**config.mk**
```make
export PLATFORM = sky130hd
export DESIGN_NAME = div_sequencer
export DESIGN_NICKNAME = d
export VERILOG_FILES = /design/src/rtl/div_sequencer_pkg.sv /design/src/rtl/div_sequencer_step.sv /design/src/rtl/div_sequencer.sv
export SDC_FILE = /design/constraint.sdc
export NUM_CORES = 1
export LEC_CHECK = 0
export ABC_CLOCK_PERIOD_IN_PS = 11400
export CAP_MARGIN = 20
export CORE_MARGIN = 1.5
export CORE_UTILIZATION = 30
export DETAILED_ROUTE_END_ITERATION = 8
export DONT_BUFFER_PORTS = 1
export GPL_ROUTABILITY_DRIVEN = 0
export GPL_TIMING_DRIVEN = 0
export RECOVER_POWER = 100
export SYNTH_ARGS = -nofsm -noshare
export SYNTH_HDL_FRONTEND = slang
export SYNTH_SLANG_ARGS = --single-unit
```
**constraint.sdc**
```tcl
create_clock -name clk -period 11.4 [get_ports clk]
set_input_delay 1.71 -clock clk [delete_from_list [all_inputs] [get_ports clk]]
set_output_delay 1.71 -clock clk [all_outputs]
set_load 0.1 [all_outputs]
```
**src/rtl/div_sequencer_pkg.sv**
```systemverilog
// Shared definitions for the multi-cycle divide sequencer: operand width,
// iteration count, counter width, FSM state encoding and a negate helper.
package div_sequencer_pkg;

  localparam int DIV_WIDTH  = 32;
  localparam int DIV_CYCLES = DIV_WIDTH;
  localparam int DIV_CNT_W  = $clog2(DIV_WIDTH);

  localparam logic [1:0] IDLE = 2'b00;
  localparam logic [1:0] BUSY = 2'b01;
  localparam logic [1:0] DONE = 2'b10;

  // Two's-complement negate when doNeg is set; used for abs() and sign fix-up.
  function automatic logic [DIV_WIDTH-1:0] negIf(input logic doNeg,
                                                 input logic [DIV_WIDTH-1:0] value);
    return doNeg ? (~value + 1'b1) : value;
  endfunction

endpackage

```
**src/rtl/div_sequencer_step.sv**
```systemverilog
// One radix-2 restoring division iteration. The {rem, quo} pair is shifted
// left by one, the divisor is trial-subtracted from the widened remainder,
// and the quotient LSB records whether the subtraction was kept.
module div_step #(
  parameter int WIDTH = 32
) (
  input  logic [WIDTH-1:0] rem,
  input  logic [WIDTH-1:0] quo,
  input  logic [WIDTH-1:0] divisor,
  output logic [WIDTH-1:0] nextRem,
  output logic [WIDTH-1:0] nextQuo
);

  logic [WIDTH:0] shifted;
  logic [WIDTH:0] diff;
  logic           negative;

  // The remainder is always below the divisor, so a WIDTH+1-bit difference
  // holds every trial result and its top bit is a reliable borrow flag.
  always_comb begin
    shifted  = {rem, quo[WIDTH-1]};
    diff     = shifted - {1'b0, divisor};
    negative = diff[WIDTH];
    nextRem  = negative ? shifted[WIDTH-1:0] : diff[WIDTH-1:0];
    nextQuo  = {quo[WIDTH-2:0], ~negative};
  end

endmodule

```
**src/rtl/div_sequencer.sv**
```systemverilog
// Execute-stage DIV/DIVU sequencer: runs one restoring-division iteration per
// cycle, holds the pipeline while busy and writes HI/LO with a one-cycle
// strobe when the result is ready.
module div_sequencer
  import div_sequencer_pkg::*;
#(
  parameter int WIDTH = DIV_WIDTH
) (
  input  logic             clk,
  input  logic             rst,
  input  logic             startE,
  input  logic             signedE,
  input  logic             cancelE,
  input  logic [WIDTH-1:0] a_i,
  input  logic [WIDTH-1:0] b_i,
  output logic             stall_o,
  output logic             done_o,
  output logic             hilo_we_o,
  output logic [WIDTH-1:0] lo_o,
  output logic [WIDTH-1:0] hi_o
);

  localparam logic [DIV_CNT_W-1:0] LastCount = DIV_CNT_W'(DIV_CYCLES - 1);

  logic [1:0]           state;
  logic [DIV_CNT_W-1:0] count;
  logic [WIDTH-1:0]     remReg;
  logic [WIDTH-1:0]     quoReg;
  logic [WIDTH-1:0]     divisorReg;
  logic                 negQuo;
  logic                 negRem;

  logic [WIDTH-1:0]     stepRem;
  logic [WIDTH-1:0]     stepQuo;
  logic [WIDTH-1:0]     absA;
  logic [WIDTH-1:0]     absB;

  div_step #(.WIDTH(WIDTH)) uStep (
    .rem     (remReg),
    .quo     (quoReg),
    .divisor (divisorReg),
    .nextRem (stepRem),
    .nextQuo (stepQuo)
  );

  // Operand magnitudes; DIVU passes the raw bit patterns straight through.
  always_comb begin
    absA = negIf(signedE & a_i[WIDTH-1], a_i);
    absB = negIf(signedE & b_i[WIDTH-1], b_i);
  end

  // Pipeline hold and completion strobes; a cancel suppresses a pending write.
  always_comb begin
    stall_o   = ((state == IDLE) & startE & ~cancelE) | (state == BUSY);
    done_o    = (state == DONE) & ~cancelE;
    hilo_we_o = (state == DONE) & ~cancelE;
  end

  // Sequencer FSM and datapath registers; results load only on entry to DONE.
  always_ff @(posedge clk) begin
    if (!rst) begin
      state      <= IDLE;
      count      <= '0;
      remReg     <= '0;
      quoReg     <= '0;
      divisorReg <= '0;
      negQuo     <= 1'b0;
      negRem     <= 1'b0;
      lo_o       <= '0;
      hi_o       <= '0;
    end else if (cancelE) begin
      state <= IDLE;
    end else begin
      case (state)
        IDLE: begin
          if (startE) begin
            if (b_i != '0) begin
              divisorReg <= absB;
              quoReg     <= absA;
              remReg     <= '0;
              count      <= '0;
              negQuo     <= signedE & (a_i[WIDTH-1] ^ b_i[WIDTH-1]);
              negRem     <= signedE & a_i[WIDTH-1];
              state      <= BUSY;
            end else begin
              lo_o  <= '1;
              hi_o  <= a_i;
              state <= DONE;
            end
          end
        end
        BUSY: begin
          remReg <= stepRem;
          quoReg <= stepQuo;
          count  <= count + 1'b1;
          if (count == LastCount) begin
            lo_o  <= negIf(negQuo, stepQuo);
            hi_o  <= negIf(negRem, stepRem);
            state <= DONE;
          end
        end
        DONE: begin
          state <= IDLE;
        end
        default: begin
          state <= IDLE;
        end
      endcase
    end
  end

endmodule
```
==> results of run 1 <==
==> routing by layer <==
| metal | vias up | GRT usage | wire, microns |
|---|---|---|---|
| met3 | 69 | 0.0648 | 4760 |
| met1 | 5512 | 0.281 | 18800 |
| met5 | - | 0 | 12 |
| met4 | 2 | 0.0690 | 1180 |
| met2 | 562 | 0.319 | 18300 |
| li1 | 5655 | - | - |
==> logic make-up (layout without fill, tap and decap cells) <==
kind of cell    after synthesis  after routing
simple gates                540            540
compound gates              500            500
flops                       169            169
buf+inv                     156            189
xor+xnor                    145            145
fa+ha+maj                    39             39
mux                          26             26
==> cell usage after synthesis, types with 4 or more instances <==
library cell and number:
nand2b_1 14, o41ai_1 10, o21a_1 9, and2_1 7, a21o_1 16, nor4_1 14, or4_1 10, o31ai_1 17
o21ai_1 6, xor2_1 86, nor2b_1 10, a31oi_1 19, nand2_1 133, a21oi_1 166, inv_1 52, buf_1 5
a22oi_1 17, nand3_1 28, clkbuf_1 66, mux2_2 4, a211oi_1 65, nor2_1 241, dfxtp_1 169, o21ai_0 94
a311oi_1 22, o211ai_1 14, xnor2_1 59, nor3_1 26, or3_1 15, mux2i_1 22, o22ai_1 4, nand3b_1 5
and3_1 16, nand4_1 4, buf_2 27, ha_1 38
==> worst min-delay path, cell delays in order (launching register included) <==
cell and delay, ns:
dfxtp_1 0.31, nand2_1 0.05, a21oi_1 0.05
==> through the flow <==
stage | area [sq um] | instances | util | hold WS [ns] | worst slack (ns)
2_1_floorplan | 11700 | 1575 | - | 0.432 | 4.98
3_3_place_gp | 12400 | 2093 | 0.320 | 0.441 | 4.74
3_5_place_dp | 12400 | 2095 | 0.321 | 0.455 | 4.76
4_1_cts | 13000 | 2126 | 0.336 | 0.462 | 4.70
5_1_grt | 12900 | 2126 | 0.335 | 0.478 | 3.00
6_report | 12900 | 2126 | 0.335 | 0.459 | 3.28
==> power breakdown <==
part | internal (uW) | total, uW | switching (uW)
Clock | 332 | 598 | 266
Sequential | 606 | 621 | 14.5
Combinational | 99.4 | 289 | 189
==> state kept, by name (all words and copies together) (netlist names) <==
signal	cells
count	5
quoReg	32
lo_o	32
divisorReg	32
negQuo	1
negRem	1
remReg	32
hi_o	32
state	2
==> layout make-up <==
class / instances / area [sq um] / share of cell area
sequential: 169 / 3380 / 0.262
timing repair buffer: 2 / 18.8 / 0.00145
clock buffer: 20 / 447 / 0.0346
inverter: 54 / 203 / 0.0157
tap: 518 / 648 / 0.0502
buffer: 102 / 404 / 0.0313
multi-input combinational: 1250 / 7660 / 0.594
clock inverter: 11 / 139 / 0.0108
==> how the worst max path moves through the flow <==
stage / start / end / slack [ns]
2_1_floorplan: cancelE / hilo_we_o / 4.98
3_3_place_gp: cancelE / hilo_we_o / 4.74
3_5_place_dp: quoReg[31] / hi_o[30] / 4.76
4_1_cts: quoReg[31] / hi_o[22] / 4.70
5_1_grt: quoReg[31] / hi_o[22] / 3.00
6_report: quoReg[31] / hi_o[22] / 3.28
==> flow_metrics.env, run 1 <==
export IMPL_maxCapViolations=2
export IMPL_critical_path_buf_inv_count=4
export IMPL_drt_vias_per_instance=5.55
export IMPL_antenna_found_initial=1
export IMPL_worst_setup_path_end_kind="flop"
export IMPL_synth_ff_latch_count=169
export IMPL_worst_hold_path_num_cells=2
export IMPL_fin_tns_setup_ns=0
export IMPL_dr_total_vias=11800
export IMPL_final_cycle_utilization_of_the_critical_path=0.712
export IMPL_die_w_microns=201
export IMPL_cts_sinks=169
export IMPL_core_rowCount=72
export IMPL_portBuffers=0
export IMPL_antenna_left=0
export IMPL_clock_latency_late_sink_ns=0.45
export IMPL_post_synthesis_cell_area_sq_um=11700
export IMPL_n_fill_cell=4262
export IMPL_synthToLayoutAreaGrowth_pct=10.2
export IMPL_cell_depth_of_the_worst_setup_path=23
export IMPL_post_layout_total_power_uw=1510
export IMPL_detail_route_drc_violations=0
export IMPL_post_cts_buffers=0
export IMPL_power_static_leakage_uw=0.00476
export IMPL_clockBufferDepth=2
export IMPL_post_synthesis_share_of_cell_area_spent_on_xor_and_xnor_gates=0.108
export IMPL_synth_ff_type="dfxtp_1"
export IMPL_achievable_frequency_mhz=123
export IMPL_r2r_slack_ns=3.28
export IMPL_dp_final_hpwl_mm=34.3
export IMPL_synth_fa_ha_area_frac=0.0423
export IMPL_detailedRoute_firstPassIterationCount=5
export IMPL_yosysSeqAreaShare=0.289
export IMPL_chipHeight_microns=201
export IMPL_status="complete, but fails checks"
export IMPL_core_sq_um=38600
export IMPL_global_route_usage_total=0.210
export IMPL_crit_type="reg2reg"
export IMPL_crit_path_cell_trace="inv_1 -> ha_1 -> fa_1 -> nand2b_1 -> a21oi_1 -> o211ai_1 -> o21ai_0 -> a21oi_1 -> o21ai_0 -> nor2_4 -> inv_1 -> clkbuf_1 -> clkbuf_1 -> nor2_1 -> a21oi_1 -> ha_1 -> nand3b_1 -> or4_1 -> o31ai_1 -> nand3_1 -> o21ai_0 -> xor2_1 -> a2111oi_1"
export IMPL_holdCritPathClass="reg2reg"
export IMPL_drtIter0Drc=1197
export IMPL_synth_enable_flop_cells=0
export IMPL_async_reset_ff_frac=0
export IMPL_detail_route_wirelength_mm=43.0
export IMPL_worst_ep_arrival_time_ns=8.46
export IMPL_pwr_density_cell_nw_per_um2=117
export IMPL_grt_setup_unrepaired="false"
export IMPL_netlist_top_cells_area="dfxtp_1 29%, nor2_1 7.7%, a21oi_1 7.1%"
export IMPL_antenna_cells=0
export IMPL_rr_endpoint="hi_o[22]"
export IMPL_clock_skew_final_ns=0.0140
export IMPL_grt_start_max_net_pins=17
export IMPL_cts_resized=0
export IMPL_setup_viol=0
export IMPL_number_of_nets_in_the_layout=1704
export IMPL_drive_above_1_share=0.0410
export IMPL_cpMaxStageDelayCell="o21ai_0"
export IMPL_cp_max_fo=10
export IMPL_tritoncts_clock_tree="built"
export IMPL_slowest_delay_ns=1.26
export IMPL_clkTransAtPathRegs_ns=0.07
export IMPL_most_common_layout_cells="242 x nor2_1, 169 x dfxtp_1, 168 x a21oi_1, 133 x nand2_1, 98 x o21ai_0"
export IMPL_synth_compound_gate_area_share=0.275
export IMPL_vias_in_the_first_global_route=11100
export IMPL_timing_critical_path_max_delay_family="compound AO/OA/AOI/OAI gates"
export IMPL_holdCritStartpoint="divisorReg[31]"
export IMPL_fp_dieArea_sq_um=40200
export IMPL_globalRouteOverflowTotal=0
export IMPL_boundaryPins=136
export IMPL_worstHoldEndpoint="divisorReg[31]"
export IMPL_synth_area_mux_share=0.0227
export IMPL_cp_start_kind="flop"
export IMPL_ctsRootBufferMaster="clkbuf_16"
export IMPL_synth_top_cell_area_share=0.289
export IMPL_r2r_start="quoReg[31]"
export IMPL_holdBufCountCts=0
export IMPL_post_synth_and_or_nand_nor_area_fraction=0.208
export IMPL_worstPathRequired_ns=11.74
export IMPL_cts_buffers_inserted=17
export IMPL_slew_headroom=-0.185
export IMPL_ir_drop_mv=0.0830
export IMPL_worst_r2r_path_depth=23
export IMPL_worst_pin_slew_ns=1.77
export IMPL_finalWorstPathRequiredPeriod_ns=8.12
export IMPL_layout_cells_most_common="nor2_1"
export IMPL_timing_max_transition_violations_final=10
export IMPL_grt_first_pass_wirelength_mm=65.5
export IMPL_ys_warnings_count=0
export IMPL_violated_checks="max-capacitance violations, max-slew violations"
export IMPL_wl_per_cell_microns=20.2
export IMPL_syn_mean_instance_area_sq_um=7.43
export IMPL_postSynthNetCount=1683
export IMPL_syn_instance_count=1575
export IMPL_htree_levels=4
export IMPL_initial_core_util=0.304
export IMPL_finalHoldViolations=0
export IMPL_synth_top_family_by_area="compound AO/OA/AOI/OAI gates"
export IMPL_cell_taking_the_most_area_after_synthesis="dfxtp_1"
export IMPL_yosys_cell_types_count=77
Power figures use the tool's default switching activity.
==> inputs of run 2 (changes only) <==
--- a/config.mk
+++ b/config.mk
@@ -5,7 +5,7 @@
 export SDC_FILE = /design/constraint.sdc
 export NUM_CORES = 1
 export LEC_CHECK = 0
-export ABC_CLOCK_PERIOD_IN_PS = 11400
+export ABC_CLOCK_PERIOD_IN_PS = 8300
 export CAP_MARGIN = 20
 export CORE_MARGIN = 1.5
 export CORE_UTILIZATION = 30
==> constraint.sdc (replaced) <==
create_clock -name clk -period 8.3 [get_ports clk]
set_input_delay 1.245 -clock clk [delete_from_list [all_inputs] [get_ports clk]]
set_output_delay 1.245 -clock clk [all_outputs]
set_load 0.1 [all_outputs]
==> flow_metrics.env, run 2 (synthesis gave the netlist of run 1 again) <==
export IMPL_slew_headroom=-0.191
export IMPL_chipHeight_microns=201
export IMPL_maxCapViolations=1
export IMPL_timing_max_transition_violations_final=1
export IMPL_grt_first_pass_wirelength_mm=65.5
export IMPL_achievable_frequency_mhz=134
export IMPL_die_w_microns=201
export IMPL_grt_setup_unrepaired="false"
export IMPL_htree_levels=4
export IMPL_global_route_usage_total=0.210
export IMPL_synthToLayoutAreaGrowth_pct=10.3
export IMPL_portBuffers=0
export IMPL_tritoncts_clock_tree="built"
export IMPL_initial_core_util=0.304
export IMPL_cts_resized=0
export IMPL_dr_total_vias=11800
export IMPL_cp_start_kind="flop"
export IMPL_pwr_density_cell_nw_per_um2=161
export IMPL_antenna_left=0
export IMPL_antenna_cells=0
export IMPL_cts_buffers_inserted=17
export IMPL_post_route_util=0.335
export IMPL_worst_pin_slew_ns=1.78
export IMPL_drive_above_1_share=0.0417
export IMPL_finalWorstPathRequiredPeriod_ns=7.46
export IMPL_worst_ep_arrival_time_ns=7.79
export IMPL_drt_vias_per_instance=5.55
export IMPL_detail_route_wirelength_mm=43.0
export IMPL_core_sq_um=38600
export IMPL_worstPathRequired_ns=8.64
export IMPL_detail_route_wirelength_met1_mm=19.1
export IMPL_dp_final_hpwl_mm=34.3
export IMPL_met2_length_mm=18.3
export IMPL_antenna_found_initial=1
export IMPL_detail_route_drc_violations=0
export IMPL_clockBufferDepth=2
export IMPL_dp_cells=2095
export IMPL_cp_max_fo=10
export IMPL_setup_viol=0
export IMPL_grt_start_max_net_pins=17
export IMPL_worst_setup_path_end_kind="flop"
export IMPL_drtIter0Drc=1216
export IMPL_post_cts_buffers=0
export IMPL_finalHoldViolations=0
export IMPL_most_common_layout_cells="243 x nor2_1, 169 x dfxtp_1, 168 x a21oi_1, 133 x nand2_1, 96 x o21ai_0"
export IMPL_final_cycle_utilization_of_the_critical_path=0.898
export IMPL_vias_in_the_first_global_route=11100
export IMPL_boundaryPins=136
export IMPL_holdBufCountCts=0
export IMPL_power_static_leakage_uw=0.00477
export IMPL_wl_per_cell_microns=20.2
export IMPL_ctsRootBufferMaster="clkbuf_16"
export IMPL_ir_drop_mv=0.114
export IMPL_top_layer="met5"
export IMPL_instances_no_fill=2126
export IMPL_fin_tns_setup_ns=0
export IMPL_crit_type="reg2reg"
export IMPL_clock_latency_late_sink_ns=0.45
export IMPL_clock_skew_final_ns=0.0181
export IMPL_number_of_nets_in_the_layout=1704
export IMPL_globalRouteOverflowTotal=0
export IMPL_violated_checks="max-capacitance violations, max-slew violations"
export IMPL_holdCritPathClass="reg2reg"
export IMPL_status="complete, but fails checks"
export IMPL_detailedRoute_firstPassIterationCount=6
export IMPL_layout_cells_most_common="nor2_1"
export IMPL_core_rowCount=72
export IMPL_cts_sinks=169
export IMPL_clkTransAtPathRegs_ns=0.07
export IMPL_met3RoutedLength_mm=4.45
export IMPL_fp_dieArea_sq_um=40200
-- run 2: layout make-up --
| type | count | area, sq um |
|---|---|---|
| repair buffers | 2 | 18.8 |
| well taps | 518 | 648 |
| inverters | 54 | 203 |
| flip-flops and latches | 169 | 3380 |
| multi-input cells | 1250 | 7660 |
| plain buffers | 102 | 408 |
| clock inverters | 11 | 139 |
| clock buffers | 20 | 447 |
| fillers | 4265 | 25700 |
-- run 2: critical path, stage by stage (launching register included) --
cell and delay (ns):
dfxtp_1 0.40, inv_1 0.07, ha_1 0.23, fa_1 0.42, nand2b_1 0.20, a21oi_1 0.33
o211ai_1 0.22, o21ai_0 0.38, a21oi_1 0.29, o21ai_2 0.52, nor2_1 0.22, inv_1 0.29
clkbuf_1 0.47, clkbuf_1 0.79, nor2_1 0.10, a21oi_1 0.24, ha_1 0.31, nand3b_1 0.18
or4_1 0.52, o31ai_1 0.20, nand3_1 0.22, o21ai_1 0.21, xor2_1 0.12, a2111oi_1 0.38
-- run 2: worst paths after layout --
| check | from | slack (ns) | end | cells after the start |
|---|---|---|---|---|
| max | quoReg[31] | 0.84 | hi_o[22] | 23 |
| max reg2reg | quoReg[31] | 0.84 | hi_o[22] | 23 |
| min reg2reg | divisorReg[31] | 0.46 | divisorReg[31] | 2 |
| min | divisorReg[31] | 0.46 | divisorReg[31] | 2 |
-- run 2: layer usage --
metal,GRT usage,vias up
li1,-,5662
met1,0.281,5554
met2,0.319,529
met3,0.0648,62
met4,0.0690,2
met5,0,-
-- run 2: through the flow --
step                total power [uW]  hold WS, ns  worst slack (ns)  instance area [sq um]
global placement                1250        0.441              1.79                  12400
detailed placement              1260        0.455              1.66                  12400
global route                    2160        0.478             0.599                  12900
CTS                             2070        0.462              1.60                  13000
finish                          2070        0.460             0.843                  12900
floorplan                       1160        0.432              2.81                  11700
-- run 2: power breakdown --
group          switching (uW)  leakage (uW)  internal [uW]  total, uW
clock network             367      0.000280            456        823
logic                     260       0.00312            136        396
registers                19.7       0.00137            833        852
